--- src/rtl/alu_share_arbiter_pkg.sv ---
// Shared types for the ALU-sharing arbiter: opcode values and FSM state encoding.
package alu_share_arbiter_pkg;

  typedef enum logic [2:0] {
    OP_ZERO  = 3'd0,
    OP_BSUBA = 3'd1,
    OP_ASUBB = 3'd2,
    OP_ADD   = 3'd3,
    OP_XOR   = 3'd4,
    OP_OR    = 3'd5,
    OP_AND   = 3'd6,
    OP_ONES  = 3'd7
  } alu_op_e;

  typedef enum logic [1:0] {
    ST_IDLE = 2'd0,
    ST_EXEC = 2'd1,
    ST_RESP = 2'd2
  } state_e;

endpackage

--- src/rtl/alu_share_arbiter_if.sv ---
// Request/response bundle between the requesting units (master) and the arbiter (slave).
interface alu_share_arbiter_if #(
  parameter int NREQ = 4,
  parameter int W    = 4,
  parameter int IDW  = 2
);
  logic [NREQ-1:0]   req_valid;
  logic [3*NREQ-1:0] req_op;
  logic [W*NREQ-1:0] req_a;
  logic [W*NREQ-1:0] req_b;
  logic [NREQ-1:0]   req_ready;
  logic              rsp_valid;
  logic [IDW-1:0]    rsp_id;
  logic [W-1:0]      rsp_data;
  logic              rsp_ready;

  modport master (
    output req_valid, req_op, req_a, req_b, rsp_ready,
    input  req_ready, rsp_valid, rsp_id, rsp_data
  );

  modport slave (
    input  req_valid, req_op, req_a, req_b, rsp_ready,
    output req_ready, rsp_valid, rsp_id, rsp_data
  );
endinterface

--- src/rtl/alu_core.sv ---
// Combinational 8-operation ALU; arithmetic wraps mod 2^W, carry discarded.
module alu_core
  import alu_share_arbiter_pkg::*;
#(
  parameter int W = 4
) (
  input  logic [2:0]   op,
  input  logic [W-1:0] A,
  input  logic [W-1:0] B,
  output logic [W-1:0] F
);

  always_comb begin
    // NOTE: default assignment first so every path drives F and no latch is inferred.
    F = '0;
    case (alu_op_e'(op))
      OP_ZERO:  F = '0;
      OP_BSUBA: F = B - A;
      OP_ASUBB: F = A - B;
      OP_ADD:   F = A + B;
      OP_XOR:   F = A ^ B;
      OP_OR:    F = A | B;
      OP_AND:   F = A & B;
      OP_ONES:  F = '1;
    endcase
  end

endmodule

--- src/rtl/alu_share_arbiter.sv ---
// Round-robin arbiter sharing one ALU: grant in IDLE, execute in EXEC, hold result in RESP.
module alu_share_arbiter
  import alu_share_arbiter_pkg::*;
#(
  parameter int NREQ = 4,
  parameter int W    = 4,
  parameter int IDW  = 2
) (
  input  logic               Clock,
  input  logic               Resetn,
  alu_share_arbiter_if.slave bus,
  output logic               busy
);

  localparam logic [IDW:0]   NREQ_X  = (IDW+1)'(NREQ);
  localparam logic [IDW-1:0] LAST_ID = IDW'(NREQ - 1);

  state_e         state_q, state_d;
  logic [IDW-1:0] rr_ptr_q;
  logic [2:0]     op_q;
  logic [W-1:0]   a_q, b_q;
  logic [IDW-1:0] gnt_q;
  logic           rsp_valid_q;
  logic [IDW-1:0] rsp_id_q;
  logic [W-1:0]   rsp_data_q;

  logic [NREQ-1:0] valid_rot;
  logic [IDW-1:0]  rot_sel;
  logic [IDW:0]    gnt_sum;
  logic [IDW-1:0]  gnt_idx;
  logic            any_valid;
  logic [NREQ-1:0] ready;
  logic            accept;
  logic [W-1:0]    alu_f;

  // Rotate so rr_ptr sits at bit 0, pick the lowest set bit, then rotate the index back.
  assign valid_rot = NREQ'({bus.req_valid, bus.req_valid} >> rr_ptr_q);

  always_comb begin
    any_valid = |bus.req_valid;
    rot_sel   = '0;
    for (int k = NREQ - 1; k >= 0; k--) begin
      if (valid_rot[k]) rot_sel = IDW'(k);
    end
    gnt_sum = {1'b0, rot_sel} + {1'b0, rr_ptr_q};
    if (gnt_sum >= NREQ_X) gnt_sum = gnt_sum - NREQ_X;
    gnt_idx = gnt_sum[IDW-1:0];
  end

  always_comb begin
    state_d = state_q;
    ready   = '0;
    if (state_q == ST_IDLE && Resetn && any_valid) ready = NREQ'(1) << gnt_idx;
    accept = |(ready & bus.req_valid);
    case (state_q)
      ST_IDLE: if (accept) state_d = ST_EXEC;
      ST_EXEC: state_d = ST_RESP;
      ST_RESP: if (bus.rsp_ready) state_d = ST_IDLE;
      default: state_d = ST_IDLE;
    endcase
  end

  always_ff @(posedge Clock or negedge Resetn) begin
    // NOTE: sequential state uses non-blocking assignments so all flops update together.
    if (!Resetn) state_q <= ST_IDLE;
    else         state_q <= state_d;
  end

  always_ff @(posedge Clock or negedge Resetn) begin
    if (!Resetn) begin
      // NOTE: operand and result registers are reset too, so a dropped operation leaves no trace.
      rr_ptr_q    <= '0;
      op_q        <= '0;
      a_q         <= '0;
      b_q         <= '0;
      gnt_q       <= '0;
      rsp_valid_q <= 1'b0;
      rsp_id_q    <= '0;
      rsp_data_q  <= '0;
    end else begin
      if (accept) begin
        op_q     <= 3'(bus.req_op >> (int'(gnt_idx) * 3));
        a_q      <= W'(bus.req_a >> (int'(gnt_idx) * W));
        b_q      <= W'(bus.req_b >> (int'(gnt_idx) * W));
        gnt_q    <= gnt_idx;
        rr_ptr_q <= (gnt_idx == LAST_ID) ? '0 : gnt_idx + 1'b1;
      end
      if (state_q == ST_EXEC) begin
        rsp_valid_q <= 1'b1;
        rsp_data_q  <= alu_f;
        rsp_id_q    <= gnt_q;
      end else if (state_q == ST_RESP && bus.rsp_ready) begin
        rsp_valid_q <= 1'b0;
      end
    end
  end

  alu_core #(.W(W)) u_alu (
    .op (op_q),
    .A  (a_q),
    .B  (b_q),
    .F  (alu_f)
  );

  assign bus.req_ready = ready;
  assign bus.rsp_valid = rsp_valid_q;
  assign bus.rsp_id    = rsp_id_q;
  assign bus.rsp_data  = rsp_data_q;
  assign busy          = (state_q != ST_IDLE);

endmodule

--- src/flat_wrapper.sv ---
// flat-port wrapper written by rule: the top's interface ports become plain ports
module alu_share_arbiter_flat import alu_share_arbiter_pkg::*;
#(
  parameter int NREQ = 4,
  parameter int W    = 4,
  parameter int IDW  = 2
)
  (Clock, Resetn, busy, bus_req_valid, bus_req_op, bus_req_a, bus_req_b, bus_rsp_ready, bus_req_ready, bus_rsp_valid, bus_rsp_id, bus_rsp_data);
  alu_share_arbiter_if #(.NREQ(NREQ), .W(W), .IDW(IDW)) bus_i ();
  input  logic Clock;
  input  logic Resetn;
  output logic busy;
  input wire logic [$bits(bus_i.req_valid)-1:0] bus_req_valid;
  input wire logic [$bits(bus_i.req_op)-1:0] bus_req_op;
  input wire logic [$bits(bus_i.req_a)-1:0] bus_req_a;
  input wire logic [$bits(bus_i.req_b)-1:0] bus_req_b;
  input wire logic [$bits(bus_i.rsp_ready)-1:0] bus_rsp_ready;
  output wire logic [$bits(bus_i.req_ready)-1:0] bus_req_ready;
  output wire logic [$bits(bus_i.rsp_valid)-1:0] bus_rsp_valid;
  output wire logic [$bits(bus_i.rsp_id)-1:0] bus_rsp_id;
  output wire logic [$bits(bus_i.rsp_data)-1:0] bus_rsp_data;
  assign bus_i.req_valid = bus_req_valid;
  assign bus_i.req_op = bus_req_op;
  assign bus_i.req_a = bus_req_a;
  assign bus_i.req_b = bus_req_b;
  assign bus_i.rsp_ready = bus_rsp_ready;
  assign bus_req_ready = bus_i.req_ready;
  assign bus_rsp_valid = bus_i.rsp_valid;
  assign bus_rsp_id = bus_i.rsp_id;
  assign bus_rsp_data = bus_i.rsp_data;
  alu_share_arbiter #(.NREQ(NREQ), .W(W), .IDW(IDW)) u_core (.Clock(Clock), .Resetn(Resetn), .bus(bus_i), .busy(busy));
endmodule
--- config.mk ---
export PLATFORM = sky130hd
export DESIGN_NAME = alu_share_arbiter_flat
export DESIGN_NICKNAME = d
export VERILOG_FILES = /design/src/rtl/alu_share_arbiter_pkg.sv /design/src/rtl/alu_share_arbiter_if.sv /design/src/rtl/alu_core.sv /design/src/rtl/alu_share_arbiter.sv /design/src/flat_wrapper.sv
export SDC_FILE = /design/constraint.sdc
export NUM_CORES = 1
export LEC_CHECK = 0
export ABC_AREA = 1
export CORE_MARGIN = 5
export CORE_UTILIZATION = 48
export DETAILED_ROUTE_END_ITERATION = 16
export PLACE_DENSITY = 0.88
export SLEW_MARGIN = 20
export SYNTH_ARGS = -nofsm -noshare
export SYNTH_HDL_FRONTEND = slang
export SYNTH_HIERARCHICAL = 1
export SYNTH_SLANG_ARGS = --single-unit
--- constraint.sdc ---
create_clock -name Clock -period 3 [get_ports Clock]
set_input_delay 0.3 -clock Clock [delete_from_list [all_inputs] [get_ports Clock]]
set_output_delay 0.3 -clock Clock [all_outputs]
set_load 0.02 [all_outputs]
==> results.md <==
* Wire per inst at 12.6 um
* CTS root buf: clkbuf_8
* Syn Std Cell Area at 2200 um^2
* Largest net degree at the start of global routing at 25
* Critical R2R Capture: u_core/op_q[0]$_DFFE_PN0P_
* Kind of critical path: in2out
* Final std cells w/o fill at 462
* Detail Route Antenna Nets at 0
* ANT cells at 0
* Setup_tns at 0 ns
* GPL Wtd Cong at 0.856
* Worst reg2reg path startpoint: u_core/rr_ptr_q[1]$_DFFE_PN0P_
* Worst-Margin Slew at 0.458 ns
* Final hold violation count at 0
* CTS buffer count at 3
* Num Clock Sinks at 24
* Post-synthesis sequential area ratio at 27.3%
* WHS at 0.446 ns
* Initial antenna violation count at 0
* Drt drc at 0
* Synth Register Bits at 24
* Critical Path RT at 2.70 ns
* Total global-route track usage at 19.3%
* Clock slew at reported path FFs at 0.08 ns
* Syn nets at 410
* # Max-Cap Violations at 0
* Port bufs at 62
* Net count, final at 480
* R2R cell count at 17
* Top Ports at 63
* Initial Util at 49.8%
* Die area at 6040 um^2
* Worst ir drop on vdd at 0.00106 V
* Synth Warn # at 6
* Final worst-path cycle share at 94.7%
* DP HPWL at 4.78 mm
* Synth cell types at 31
* Pleak at 1.57 nW
* Worst hold path type: in2async
* Die H at 77.7 um
* RSZ-0062 raised after global routing: false
* Final setup violation count at 0
* First-pass detailed-route iteration total at 4
* WL final at 5.84 mm
* CTS tree: yes
* H-tree depth at 1
* Slew HR at 69.3%
* Status: finished, final reports clean
* Placed cells at 455
* Routed via count at 2413
* CP endpoint kind: output pin
* Setup slack, reg-to-reg at 0.22 ns
* Core area at 4410 um^2
* Worst Setup Start Kind: primary input
* Fraction of layout cells with a size suffix above 1 at 9.51%
* Clock Latency Late Sink at 0.26 ns
* Crit-path max FO at 4
* Clk_skew at 0.00453 ns
* Area grow syn2layout at 35.7%
* Grt total ovfl at 0
* DR vias/cell at 5.22
* Mean Syn Cell Area at 6.45 um^2
* F_max at 0.352 GHz
* Syn Inst Count at 341
* First-pass GRT wire length at 10.0 mm
* Die X at 77.7 um
* Bufs on Longest Clock Path at 2
* Minimum clock period at 2.84 ns
* Num rows at 24
* Vias in the first global route at 2405
* Final slew viol count at 0
* CP arrival at 2.54 ns
* First-iteration detailed-routing DRC count at 139
* Pwr/cell area at 1220 nW/um^2
-- layout by cell type, fill, tap and decap left out --
cell type,count
dlymetal6s2s_1,1
inv_1,32
inv_2,4
nand2_1,152
nor2_1,15
a21boi_0,1
xnor2_1,3
o22ai_1,1
nand3_2,2
clkdlybuf4s50_1,58
nand2_4,1
fa_1,2
xor2_1,1
bufinv_16,1
o2111ai_1,2
nor3_4,1
nor2_4,2
dfrtp_2,2
nand3_1,46
clkinv_1,1
nand3_4,2
nor3_2,1
nor3_1,2
o21ai_0,7
clkbuf_2,3
ha_1,16
buf_4,14
nand2_2,2
nand3b_1,1
dfrtp_1,22
nand4_1,3
nor2_2,1
a21oi_1,5
clkbuf_8,3
-- how the worst max path moves through the flow --
stage,end,startpoint,cells past startpoint,slack (ns)
finish,bus_req_ready[3],bus_req_valid[0],13,0.16
global route,bus_req_ready[3],u_core/rr_ptr_q[1]$_DFFE_PN0P_,13,0.02
CTS,bus_req_ready[3],bus_req_valid[0],13,0.06
detailed placement,bus_req_ready[3],bus_req_valid[0],13,-0.22
global placement,bus_req_ready[3],bus_req_valid[0],13,-0.1
floorplan,u_core/op_q[0]$_DFFE_PN0P_,u_core/rr_ptr_q[1]$_DFFE_PN0P_,20,0.07
-- power breakdown --
part	internal [mW]	switching [mW]	total, mW
logic	1.07	1.66	2.73
registers	0.476	0.170	0.646
clock network	0.178	0.0973	0.275
total	1.72	1.93	3.66
-- metrics by stage --
stage	total power, mW	area (um^2)	utilization (%)	worst slack, ns
finish	3.66	2990	67.6	0.158
global route	4.04	2990	67.6	0.0159
CTS	3.57	2970	67.3	0.0551
detailed placement	3.28	2900	65.7	-0.223
global placement	3.16	2900	65.7	-0.0966
floorplan	2.56	2200	-	0.0735
-- sequential cells by signal, indices dropped and copies added (netlist names) --
signal and flops:
u_core/state_q 2, u_core/rr_ptr_q 2, u_core/a_q 4, u_core/gnt_q 2, u_core/bus.rsp_id 2, u_core/bus.rsp_valid 1, u_core/b_q 4, u_core/bus.rsp_data 4
u_core/op_q 3
-- worst max-delay path, cell delays in order --
cell and delay (ns):
clkdlybuf4s50_1 0.53, nand2_1 0.10, nand3_1 0.12, nand3_1 0.10, a21boi_0 0.20, ha_1 0.20, xnor2_1 0.14, nand3_1 0.18
nand2_4 0.11, ha_1 0.17, inv_1 0.04, nor2_1 0.13, clkbuf_2 0.19
-- layer usage --
metal	routed length, um	global-route usage (%)
met1	2390	22.4
met2	2940	36.1
met3	410	3.36
met4	91	5.50
met5	0	0
-- Yosys cell counts --
cell type  number  area share [%]
nand2_1       152              26
nand3_1        46              10
inv_1          32             5.5
dfrtp_1        24              27
ha_1           16             9.1
nor2_1         15             2.6
o21ai_0         7             1.6
a21oi_1         5             1.1
buf_2           5             1.1
inv_2           4            0.68
clkbuf_1        3            0.51
nand4_1         3            0.85
xnor2_1         3             1.2
buf_6           2             1.0
fa_1            2             1.8
nand2_2         2            0.57
nand3_2         2            0.91
nand3_4         2             1.6
nor2_4          2             1.0
nor3_1          2            0.46
o2111ai_1       2            0.80
a21boi_0        1            0.34
buf_4           1            0.34
clkinv_1        1            0.17
nand2_4         1            0.51
nand3b_1        1            0.34
nor2_2          1            0.28
nor3_2          1            0.46
nor3_4          1            0.74
o22ai_1         1            0.28
xor2_1          1            0.40
-- cells by family after synthesis --
family / after synthesis / synth area share (%)
simple gates: 231 / 46.7
buf+inv: 48 / 9.33
flops: 24 / 27.3
fa+ha+maj: 18 / 10.9
compound gates: 16 / 4.15
xor+xnor: 4 / 1.59
-- repair_timing --
action | 4_1_cts | 5_1_grt
hold endpoints to repair | 0 | 0
setup endpoints to repair | 3 | 19
setup buffers | 0 | 3
pin swaps | 0 | 1
hold buffers | 0 | 0
gates resized for setup | 4 | 9
-- cell type report --
| type | instances | area, um^2 |
|---|---|---|
| Inverter | 37 | 139 |
| Sequential cell | 24 | 603 |
| Multi-Input combinational cell | 269 | 1390 |
| Fill cell | 373 | 1430 |
| Clock inverter | 1 | 30.0 |
| Clock buffer | 3 | 41.3 |
| Tap cell | 52 | 65.1 |
| Timing Repair Buffer | 76 | 713 |
No activity file was read; power rests on OpenSTA's default activity.
